--- src/rtl/rr_grant_decoder.sv ---
// Round-robin grant stage that sits after an external priority encoder.
// It latches the encoder's winner, holds the grant until release or timeout, then advances the priority pointer.
module rr_grant_decoder #(
   parameter int REQCNT   = 3,
   parameter int REQWIDTH = $clog2(REQCNT),
   parameter int HOLD_MAX = 16
) (
   input  logic                clk_i,
   input  logic                rst_i,
   input  logic [REQCNT-1:0]   req_i,
   input  logic [REQWIDTH-1:0] num_i,
   input  logic [REQCNT-1:0]   done_i,
   output logic [REQWIDTH-1:0] prior_o,
   output logic [REQCNT-1:0]   grant_o,
   output logic [REQWIDTH-1:0] grant_num_o,
   output logic                grant_valid_o,
   output logic                timeout_o
);

   localparam int                  CNTW     = (HOLD_MAX > 0) ? $clog2(HOLD_MAX + 1) : 1;
   localparam logic [CNTW-1:0]     CNT_LAST = (HOLD_MAX > 0) ? CNTW'(HOLD_MAX - 1) : '0;
   localparam logic [REQWIDTH-1:0] LAST_IDX = REQWIDTH'(REQCNT - 1);

   typedef enum logic [1:0] {
      ST_IDLE  = 2'd0,
      ST_GRANT = 2'd1,
      ST_GAP   = 2'd2
   } state_t;

   state_t              state_q, state_d;
   logic [REQWIDTH-1:0] g_q, g_d;
   logic [CNTW-1:0]     cnt_q, cnt_d;
   logic [REQWIDTH-1:0] prior_q, prior_d;
   logic [REQCNT-1:0]   grant_q, grant_d;
   logic [REQWIDTH-1:0] grant_num_q, grant_num_d;
   logic                timeout_q, timeout_d;

   logic                num_hit;
   logic [REQCNT-1:0]   num_onehot;
   logic                g_req;
   logic                g_done;
   logic                timed_out;

   // Explicit compare loops keep out-of-range indices (num_i >= REQCNT) from selecting anything.
   always_comb begin
      num_hit    = 1'b0;
      num_onehot = '0;
      g_req      = 1'b0;
      g_done     = 1'b0;
      for (int i = 0; i < REQCNT; i++) begin
         if (num_i == REQWIDTH'(i)) begin
            num_hit       = req_i[i];
            num_onehot[i] = 1'b1;
         end
         if (g_q == REQWIDTH'(i)) begin
            g_req  = req_i[i];
            g_done = done_i[i];
         end
      end
      timed_out = (HOLD_MAX != 0) && (cnt_q == CNT_LAST);
   end

   always_comb begin
      state_d     = state_q;
      g_d         = g_q;
      cnt_d       = cnt_q;
      prior_d     = prior_q;
      grant_d     = grant_q;
      grant_num_d = grant_num_q;
      timeout_d   = 1'b0;
      case (state_q)
         ST_IDLE: begin
            if (num_hit) begin
               state_d     = ST_GRANT;
               g_d         = num_i;
               cnt_d       = '0;
               grant_d     = num_onehot;
               grant_num_d = num_i;
            end
         end
         ST_GRANT: begin
            if (g_done || !g_req || timed_out) begin
               state_d     = ST_GAP;
               grant_d     = '0;
               grant_num_d = '0;
               prior_d     = (g_q == LAST_IDX) ? '0 : g_q + REQWIDTH'(1);
               timeout_d   = timed_out && !g_done && g_req;
            end else begin
               cnt_d = cnt_q + CNTW'(1);
            end
         end
         ST_GAP: begin
            // One dead cycle lets the encoder see the new prior_o before the next arbitration.
            state_d = ST_IDLE;
         end
         default: begin
            state_d     = ST_IDLE;
            grant_d     = '0;
            grant_num_d = '0;
         end
      endcase
   end

   always_ff @(posedge clk_i) begin
      if (!rst_i) begin
         state_q     <= ST_IDLE;
         g_q         <= '0;
         cnt_q       <= '0;
         prior_q     <= '0;
         grant_q     <= '0;
         grant_num_q <= '0;
         timeout_q   <= 1'b0;
      end else begin
         state_q     <= state_d;
         g_q         <= g_d;
         cnt_q       <= cnt_d;
         prior_q     <= prior_d;
         grant_q     <= grant_d;
         grant_num_q <= grant_num_d;
         timeout_q   <= timeout_d;
      end
   end

   assign prior_o       = prior_q;
   assign grant_o       = grant_q;
   assign grant_num_o   = grant_num_q;
   assign grant_valid_o = |grant_q;
   assign timeout_o     = timeout_q;

endmodule
--- config.mk ---
export PLATFORM = sky130hd
export DESIGN_NAME = rr_grant_decoder
export DESIGN_NICKNAME = d
export VERILOG_FILES = /design/src/rtl/rr_grant_decoder.sv
export SDC_FILE = /design/constraint.sdc
export NUM_CORES = 1
export LEC_CHECK = 0
export BUFFER_PORTS_ARGS = -buffer_cell sky130_fd_sc_hd__buf_2
export CAP_MARGIN = 20
export CORE_ASPECT_RATIO = 1.25
export CORE_MARGIN = 4
export CORE_UTILIZATION = 45
export DETAILED_ROUTE_END_ITERATION = 12
export PLACE_DENSITY = 0.79
export SETUP_SLACK_MARGIN = 0.2
export SYNTH_ARGS = -nofsm -noshare
export SYNTH_HDL_FRONTEND = slang
export SYNTH_SLANG_ARGS = --single-unit
--- constraint.sdc ---
create_clock -name clk_i -period 1.9 [get_ports clk_i]
set_input_delay 0.095 -clock clk_i [delete_from_list [all_inputs] [get_ports clk_i]]
set_output_delay 0.095 -clock clk_i [all_outputs]
set_load 0.05 [all_outputs]
==> impl_metrics.toml <==
[placed_design]
dp_hpwl_um = 1300
gp_routability_congestion = 0.769
port_buffers = 18

[global_route]
grt_pass1_wl_um = 3180
grt_overflow_total = 0
grt_pass1_vias = 765
grt_max_degree = 19
antenna_found_initial = 0
grtUsageTotal = 0.159

[worst_setup_path]
start_kind = "flop"
cp.required_ns = 2.12
cp.arrival_ns = 1.84
criticalPathCategory = "reg -> reg"
cp_max_fo = 8
cp-startpoint = "cnt_q[0]"
critical_path_buf_inv_count = 1
r2r_start = "cnt_q[0]"
slowest_stage = "or3_1"
crit_path_end_kind = "flop"
crit_family = "simple AND/OR/NAND/NOR gates"
cp_cell_sequence = "ha_2 > and3_4 > ha_4 > inv_4 > o311ai_4 > or3_1 > a21oi_1"
slowest_delay_ns = 0.38

[outcome]
outcome = "finished clean"

[drt]
num_vias = 728
drtPass1Iterations = 4
ant_nets = 0
drc_errors = 0
wire_per_inst_um = 14.2
drt_wl_total_um = 1920
via_per_inst = 5.39
drt_iter0_drc = 13

[clock_network]
cts.path.max_buffers = 2
path_clk_slew_ns = 0.10
cts_tree = "yes"
cts_root_buf = "clkbuf_4"
htreeDepth = 1
insertion_delay_ns = 0.28
cts.sinks = 17
cts_hold_buf = 0
cts_buffers = 3

[synth]
synth_top_flop_cell = "dfxtp_1"
syn_area_um2 = 833
syn_nets = 104
synth_cells = 92
synth_edf_count = 0
ys_ff_latch = 17
async_reset_ff_frac = 0
syn_avg_cell_area_um2 = 9.06
synth_cell_types = 35
ys_seq_area_frac = 0.408
yosysWarnings = 0

[sta]
slew_headroom = 0.722
final.period_utilization = 0.856
setup_violations = 0
drv_slew = 0
fin_crit_ns = 1.63
fin_skew_ns = 0.00706
worst_pin_slew_ns = 0.416
setup_tns_ns = 0
grt_setup_unrepaired = "false"
clock.fmax_ghz = 0.615
hold_violations = 0

[pwr]
total_power_w = 0.000736
pwr-share-comb = 0.222
power_frac_clock = 0.257
p_per_area_mw_per_mm2 = 701
switching_share = 0.304
switching_power_w = 0.000224
irDropWorstVdd_v = 0.000453
pwr-share-seq = 0.521
leakage_nw = 0.445
internal-power_w = 0.000512

[layout]
layout_common_cells = "buf_2, dfxtp_1, o21ai_0"
final_common_cell = "buf_2"
drive_above_1_share = 0.362
diodes = 0
syn_to_final_growth_pct = 26.0
nets = 129

[die]
io_pins = 19
die_width_um = 46.5
core_mm2 = 0.00177
die_height_um = 56.1
fp-row-count = 17
dieArea_mm2 = 0.00261
start_util = 0.472

[flow_run]
cap_violations = 0

[min_path]
hold_path_class = "in -> reg"
worstHoldStart = "num_i[1]"
cells in the mapped netlist, types with 3 or more instances:
cell type,instances,share of area
nand2_1,6,0.027
nor2_1,5,0.023
o21ai_0,9,0.054
nand3_1,4,0.024
o21a_1,3,0.027
inv_1,8,0.036
dfxtp_1,17,0.41
nor3_1,3,0.018
mux2i_1,3,0.036
metal layers:
| layer | vias up | GRT usage | share of wire |
|---|---|---|---|
| met5 | - | 0 | 0 |
| met4 | 0 | 0.0650 | 0.0073 |
| li1 | 373 | - | - |
| met2 | 13 | 0.278 | 0.56 |
| met1 | 340 | 0.180 | 0.39 |
| met3 | 2 | 0.0259 | 0.040 |
layout make-up:
type / count / area [um2]
Sequential cell: 17 / 348
Inverter: 8 / 32.5
Fill cell: 160 / 716
Tap cell: 19 / 23.8
Multi-Input combinational cell: 64 / 492
Clock buffer: 4 / 26.3
Timing Repair Buffer: 23 / 128
tightest hold or removal path, cell delays in order:
cell and delay, ns:
buf_2 0.12, nand3_1 0.09, o21ai_0 0.07
registers in the layout (all words and copies together), names as in the netlist:
name and count:
prior_o 2, cnt_q 5, timeout_o 1, g_q 2, grant_o 3, state_q 2, grant_num_o 2
path summary, 6_finish.rpt:
| check | endpoint | slack (ns) | cells past startpoint |
|---|---|---|---|
| worst max-delay path | cnt_q[3] | 0.27 | 7 |
| worst min-delay path | grant_o[2] | 0.13 | 3 |
| worst max register to register | cnt_q[3] | 0.27 | 7 |
| worst min register to register | prior_o[1] | 0.47 | 2 |
cell families after synthesis:
kind of cell,after synthesis,synth area share
buffers and inverters,11,0.0586
and+or+nand+nor,36,0.273
DFF,17,0.408
muxes,4,0.0496
AOI/OAI and AO/OA,22,0.180
adders and majority gates,2,0.0300
repair_timing:
action	4_1_cts	5_1_grt
setup buffers	5	0
setup endpoints to repair	5	10
gates cloned	0	0
pin swaps	1	4
resized for setup	4	10
through the flow:
step	instance area [um2]	setup WS, ns	hold WS (ns)	util	std cells
floorplan	833	0.211	0.244	-	92
global placement	928	0.163	0.385	0.526	126
detailed placement	928	0.0781	0.398	0.526	126
CTS	1010	0.189	0.0970	0.570	135
global route	1050	0.205	0.145	0.595	135
finish	1050	0.273	0.128	0.595	135
power by group through the flow:
| stage | combinational, W | clock (W) | sequential [W] |
|---|---|---|---|
| global route | 0.000177 | 0.000221 | 0.000386 |
| global placement | 0.000146 | 0 | 0.000391 |
| CTS | 0.000154 | 0.000197 | 0.000383 |
| detailed placement | 0.000147 | 0 | 0.000392 |
| finish | 0.000164 | 0.000189 | 0.000384 |
| floorplan | 0.0000801 | 0 | 0.000422 |
Note: power is estimated with default switching activity, not from simulation.
